==> src/rtl/pwm_peripheral_if.sv <==
// rtl/pwm_peripheral_if.sv - register-side bundle between the SPI register block and the PWM peripheral
//
// Signals:
//   en_reg_out_7_0 / en_reg_out_15_8  per-output enable (low byte / high byte)
//   en_reg_pwm_7_0 / en_reg_pwm_15_8  per-output PWM mode select (low byte / high byte)
//   pwm_duty_cycle                    duty value, high ticks per 256-tick period
//   out                               registered user outputs
//   period_start                      one-clk pulse at the start of each PWM period
// Modports:
//   master  register-block side: drives configuration, observes outputs
//   slave   PWM peripheral side: consumes configuration, drives outputs
interface pwm_peripheral_if;
  logic [7:0]  en_reg_out_7_0;
  logic [7:0]  en_reg_out_15_8;
  logic [7:0]  en_reg_pwm_7_0;
  logic [7:0]  en_reg_pwm_15_8;
  logic [7:0]  pwm_duty_cycle;
  logic [15:0] out;
  logic        period_start;

  modport master (
    output en_reg_out_7_0, en_reg_out_15_8, en_reg_pwm_7_0, en_reg_pwm_15_8, pwm_duty_cycle,
    input  out, period_start
  );

  modport slave (
    input  en_reg_out_7_0, en_reg_out_15_8, en_reg_pwm_7_0, en_reg_pwm_15_8, pwm_duty_cycle,
    output out, period_start
  );
endinterface

==> src/rtl/pwm_peripheral.sv <==
// rtl/pwm_peripheral.sv - 16-output PWM peripheral driven by the SPI configuration registers
//
// Each of the 16 outputs is forced low, forced high, or driven by one shared
// 8-bit PWM waveform. A free-running prescaler produces a tick every PRESCALE
// clks; the PWM counter advances on each tick, so a period is 256*PRESCALE clks.
//
// Parameters:
//   PRESCALE  clk cycles per PWM counter tick (1..65535, default 13)
// Ports:
//   clk    system clock, rising edge
//   rst_n  asynchronous active-low reset
//   bus    pwm_peripheral_if.slave: enable/mode/duty registers in, out/period_start out
// Build option:
//   PWM_DUTY_SHADOW_EN  when defined, the duty value is captured into a shadow
//                       register only at the 255->0 wrap so a mid-period write
//                       cannot glitch the current period; otherwise the duty
//                       input is used directly.
module pwm_peripheral #(
  parameter int unsigned PRESCALE = 13
) (
  input  logic             clk,
  input  logic             rst_n,
  pwm_peripheral_if.slave  bus
);

  localparam logic [15:0] PRE_MAX = 16'(PRESCALE - 1);

  logic [15:0] pre_cnt;
  logic        tick;
  logic [7:0]  pwm_cnt;
  logic        wrap;
  logic [7:0]  duty_active;
  logic        level;
  logic [15:0] en_out;
  logic [15:0] en_pwm;
  logic [15:0] out_next;
  logic [15:0] out_q;
  logic        period_start_q;

  assign tick = (pre_cnt == PRE_MAX);
  // Last tick of the period: the counter is about to roll 255 -> 0.
  assign wrap = tick && (pwm_cnt == 8'hFF);

  always_ff @(posedge clk or negedge rst_n) begin
    if (!rst_n) begin
      pre_cnt <= 16'd0;
    end else if (tick) begin
      pre_cnt <= 16'd0;
    end else begin
      pre_cnt <= pre_cnt + 16'd1;
    end
  end

  always_ff @(posedge clk or negedge rst_n) begin
    if (!rst_n) begin
      pwm_cnt <= 8'd0;
    end else if (tick) begin
      pwm_cnt <= pwm_cnt + 8'd1;
    end
  end

  // Registered from the wrap, so the pulse coincides with the first cycle the
  // counter reads 0 of a new period; the post-reset period never wrapped, so
  // it gets no pulse.
  always_ff @(posedge clk or negedge rst_n) begin
    if (!rst_n) begin
      period_start_q <= 1'b0;
    end else begin
      period_start_q <= wrap;
    end
  end

`ifdef PWM_DUTY_SHADOW_EN
  logic [7:0] duty_shadow;

  always_ff @(posedge clk or negedge rst_n) begin
    if (!rst_n) begin
      duty_shadow <= 8'h00;
    end else if (wrap) begin
      duty_shadow <= bus.pwm_duty_cycle;
    end
  end

  assign duty_active = duty_shadow;
`else
  assign duty_active = bus.pwm_duty_cycle;
`endif

  // 0xFF is treated as 100% rather than 255/256 so "full on" has no notch.
  assign level = (duty_active == 8'hFF) || (pwm_cnt < duty_active);

  assign en_out   = {bus.en_reg_out_15_8, bus.en_reg_out_7_0};
  assign en_pwm   = {bus.en_reg_pwm_15_8, bus.en_reg_pwm_7_0};
  // Disabled outputs are low regardless of mode; enabled static outputs are high.
  assign out_next = en_out & (~en_pwm | {16{level}});

  always_ff @(posedge clk or negedge rst_n) begin
    if (!rst_n) begin
      out_q <= 16'h0000;
    end else begin
      out_q <= out_next;
    end
  end

  assign bus.out          = out_q;
  assign bus.period_start = period_start_q;

endmodule

==> src/flat_wrapper.sv <==
// flat-port wrapper written by rule: the top's interface ports become plain ports
module pwm_peripheral_flat 
#(
  parameter int unsigned PRESCALE = 13
)
  (clk, rst_n, bus_en_reg_out_7_0, bus_en_reg_out_15_8, bus_en_reg_pwm_7_0, bus_en_reg_pwm_15_8, bus_pwm_duty_cycle, bus_out, bus_period_start);
  pwm_peripheral_if bus_i ();
  input  logic clk;
  input  logic rst_n;
  input wire logic [$bits(bus_i.en_reg_out_7_0)-1:0] bus_en_reg_out_7_0;
  input wire logic [$bits(bus_i.en_reg_out_15_8)-1:0] bus_en_reg_out_15_8;
  input wire logic [$bits(bus_i.en_reg_pwm_7_0)-1:0] bus_en_reg_pwm_7_0;
  input wire logic [$bits(bus_i.en_reg_pwm_15_8)-1:0] bus_en_reg_pwm_15_8;
  input wire logic [$bits(bus_i.pwm_duty_cycle)-1:0] bus_pwm_duty_cycle;
  output wire logic [$bits(bus_i.out)-1:0] bus_out;
  output wire logic [$bits(bus_i.period_start)-1:0] bus_period_start;
  assign bus_i.en_reg_out_7_0 = bus_en_reg_out_7_0;
  assign bus_i.en_reg_out_15_8 = bus_en_reg_out_15_8;
  assign bus_i.en_reg_pwm_7_0 = bus_en_reg_pwm_7_0;
  assign bus_i.en_reg_pwm_15_8 = bus_en_reg_pwm_15_8;
  assign bus_i.pwm_duty_cycle = bus_pwm_duty_cycle;
  assign bus_out = bus_i.out;
  assign bus_period_start = bus_i.period_start;
  pwm_peripheral #(.PRESCALE(PRESCALE)) u_core (.clk(clk), .rst_n(rst_n), .bus(bus_i));
endmodule
==> config.mk <==
export PLATFORM = sky130hd
export DESIGN_NAME = pwm_peripheral_flat
export DESIGN_NICKNAME = d
export VERILOG_FILES = /design/src/rtl/pwm_peripheral_if.sv /design/src/rtl/pwm_peripheral.sv /design/src/flat_wrapper.sv
export SDC_FILE = /design/constraint.sdc
export NUM_CORES = 1
export LEC_CHECK = 0
export ABC_AREA = 1
export BUFFER_PORTS_ARGS = -buffer_cell sky130_fd_sc_hd__buf_2
export CAP_MARGIN = 20
export CORE_MARGIN = 2
export CORE_UTILIZATION = 55
export DETAILED_ROUTE_END_ITERATION = 12
export GPL_TIMING_DRIVEN = 0
export PLACE_DENSITY = 0.91
export SKIP_CTS_REPAIR_TIMING = 1
export SYNTH_ARGS = -nofsm -noshare
export SYNTH_HDL_FRONTEND = slang
export SYNTH_SLANG_ARGS = --single-unit
==> constraint.sdc <==
create_clock -name clk -period 2.7 [get_ports clk]
set_clock_uncertainty 0.05 [all_clocks]
set_input_delay 0.81 -clock clk [delete_from_list [all_inputs] [get_ports clk]]
set_output_delay 0.81 -clock clk [all_outputs]
set_load 0.02 [all_outputs]
==> run summary <==
core footprint -> 0.00374 mm2
Seq pwr share -> 52.2%
Req. time, crit path -> 2.89 ns
CTS tree -> done
outcome -> finished clean
IO Pins -> 59
largest net degree at the start of global routing -> 42
Max FO, Critical Path -> 10
Worst Path Arrival -> 2.16 ns
Post-Syn Instances -> 266
slowest cell on the critical path -> ha_1
Tcrit/Tclk final -> 72.8%
Reg clk slew, reported paths -> 0.08 ns
initial core utilization -> 58.2%
Die ar. -> 0.00448 mm2
Commonest cells post-synth -> 58 x nand2_1, 55 x inv_1, 41 x dfrtp_1
total clock buffers created by CTS -> 5
cell taking the most area after synthesis -> dfrtp_1
Cell Int Power -> 942 uW
initial antenna violation count -> 0
P_leak -> 1.56 nW
GRT Residual Overflow -> 0
CTS max path bufs -> 2
row cnt -> 22
switching pwr -> 262 uW
layout cells sized above 1 -> 25.6%
post-route setup TNS -> 0 ns
CP Buf/Inv Count -> 4
worst-skew pair later-pin latency -> 0.29 ns
CP Capture Type -> flop
Logic pwr share -> 7.8%
Initial DRT Pass Iterations -> 4
WS Path Type -> input pin to flop
H-tree depth -> 2
most frequent cell after synthesis -> nand2_1
Slew @ Worst Pin -> 0.862 ns
Post-synth EDFFs -> 0
#FFs+latches synth -> 41
Power Density -> 456 mW/mm2
total track usage -> 21.2%
Synth Area per Inst -> 8.19 um2
Rel. slew slack -> 42.6%
Top delay family on crit path -> simple AND/OR/NAND/NOR gates
Seq/Total Area, Yosys -> 47.1%
crit-path most repeated cell -> inv_1
vias in the first global route -> 1,770
Global Route met1 Usage -> 25.0%
Post-Syn Nets -> 318
f_max -> 509 MHz
post-DP HPWL -> 3180 um
Util after Layout -> 70.6%
critical path cell sequence -> buf_2 -> inv_1 -> ha_1 -> a21oi_1 -> nor2_1 -> nor3_1 -> nand2_2 -> buf_4 -> nand3_1 -> nand2_1 -> inv_1
Worst VDD drop -> 0.383 mV
# setup viols final -> 0
first-pass GRT wire length -> 7160 um
Synth top area share -> 47.1%
HP Class -> flop to flop
met2 Use GR -> 36.6%
gpl congestion -> 0.826
Sw Share -> 21.8%
Synth Flop Type -> dfrtp_1
Vias -> 1,813
Die H -> 67.0 um
Remaining DRCs -> 0
Area contributors post-synth -> dfrtp_1 47%, nand2_1 10%, inv_1 9.5%
DRT antenna net count -> 0
Area Growth Syn to Fin -> 21.2%
port bufs -> 58
Via density -> 4.77
Max Slew Vio Count -> 0
Routed Wire Length -> 4000 um
GRT busiest layer -> met2
Synth Warn # -> 0
slowest stage delay, CP -> 0.30 ns
Initial DRC Count -> 97
Syn Std Cell Area -> 0.00218 mm2
Final nets -> 383
Final Hold Fails -> 0
asr flop ratio synth -> 100%
met3 Resource Use GR -> 8.28%
number of max-cap violations -> 0
Worst Setup Start Kind -> input pin
routed len/inst -> 10.5 um
width of the die -> 67.0 um
clk sinks -> 41
RSZ-0062 raised after global routing -> no
Final Critical Period -> 1.97 ns
root buffer cell -> clkbuf_8
diode count -> 0
clock network fraction of total power -> 40.0%
Distinct cells, synth -> 26
## cells in the final DEF, fill, tap and decap left out, drive strengths merged
cell	synthesis	routed
xnor2	3	3
nand3	27	27
xor2	11	11
nor4	1	1
nor2	25	25
clkbuf	0	6
ha	10	10
o21ai	8	8
bufinv	0	1
nand2	63	63
a21oi	2	2
nand4	7	7
clkinv	0	1
nor3	5	5
buf	2	60
inv	60	60
nor3b	1	1
dfrtp	41	41
## cell families after synthesis
kind of cell	Yosys count	synth area share, %
adders and majority gates	10	5.74
and+or+nand+nor	129	28.0
AOI/OAI and AO/OA	10	2.64
buffers and inverters	62	10.9
xor gates and xnor gates	14	5.63
DFF	41	47.1
## worst register-to-register path, cell delays in order, from the launching register on
cell	delay [ns]
dfrtp_1	0.45
ha_1	0.32
a21oi_1	0.15
nor2_1	0.05
nor3_1	0.20
nand2_2	0.16
buf_4	0.20
nand3_1	0.07
nand2_1	0.06
inv_1	0.05
## flip-flops by register name (all words and copies together) (netlist names)
signal and cells:
u_core.pre_cnt 16, u_core.bus.out 16, u_core.bus.period_start 1, u_core.pwm_cnt 8
## power groups by stage
| stage | sequential (mW) | combinational, mW | clock (mW) |
|---|---|---|---|
| 2_1_floorplan | 0.658 | 0.0204 | 0 |
| 3_3_place_gp | 0.640 | 0.0926 | 0 |
| 3_5_place_dp | 0.641 | 0.0954 | 0 |
| 4_1_cts | 0.629 | 0.0955 | 0.496 |
| 5_1_grt | 0.630 | 0.107 | 0.524 |
| 6_report | 0.629 | 0.0937 | 0.482 |
## per-stage QoR
stage | cells | instance area [um2] | hold WS [ns] | total power, mW | setup slack (ns)
after global placement | 372 | 2530 | 0.441 | 0.733 | 0.435
after floorplan | 266 | 2180 | 0.419 | 0.679 | 0.685
final | 380 | 2640 | 0.457 | 1.20 | 0.734
after global routing | 380 | 2640 | 0.490 | 1.26 | 0.623
after CTS | 380 | 2640 | 0.457 | 1.22 | 0.722
after detailed placement | 372 | 2530 | 0.443 | 0.736 | 0.426
## final timing paths
path	start	to	slack, ns	depth (start not counted)
max in group asynchronous	rst_n	u_core.pre_cnt[2]	1.49	1
worst max-delay path	bus_pwm_duty_cycle[5]	u_core.bus.out[6]	0.73	11
min in group asynchronous	rst_n	u_core.pwm_cnt[7]	0.58	1
worst min register to register	u_core.pre_cnt[0]	u_core.pre_cnt[0]	0.46	1
worst min-delay path	u_core.pre_cnt[0]	u_core.pre_cnt[0]	0.46	1
worst max register to register	u_core.pwm_cnt[5]	u_core.bus.out[6]	0.89	9
## cell type report
cell class | instances | area, um2
clock inverters | 2 | 38.8
well taps | 48 | 60.1
repair buffers | 58 | 290
clock buffers | 6 | 72.6
inverters | 60 | 225
fillers | 285 | 1100
multi-input cells | 163 | 916
plain buffers | 2 | 12.5
flip-flops and latches | 41 | 1030
## per-layer routing
layer | vias to the layer above | share of wire, %
met5 | - | 0
met4 | 0 | 1.1
met3 | 4 | 7.1
met2 | 54 | 48
met1 | 818 | 44
li1 | 937 | -
Power figures use the tool's default switching activity.
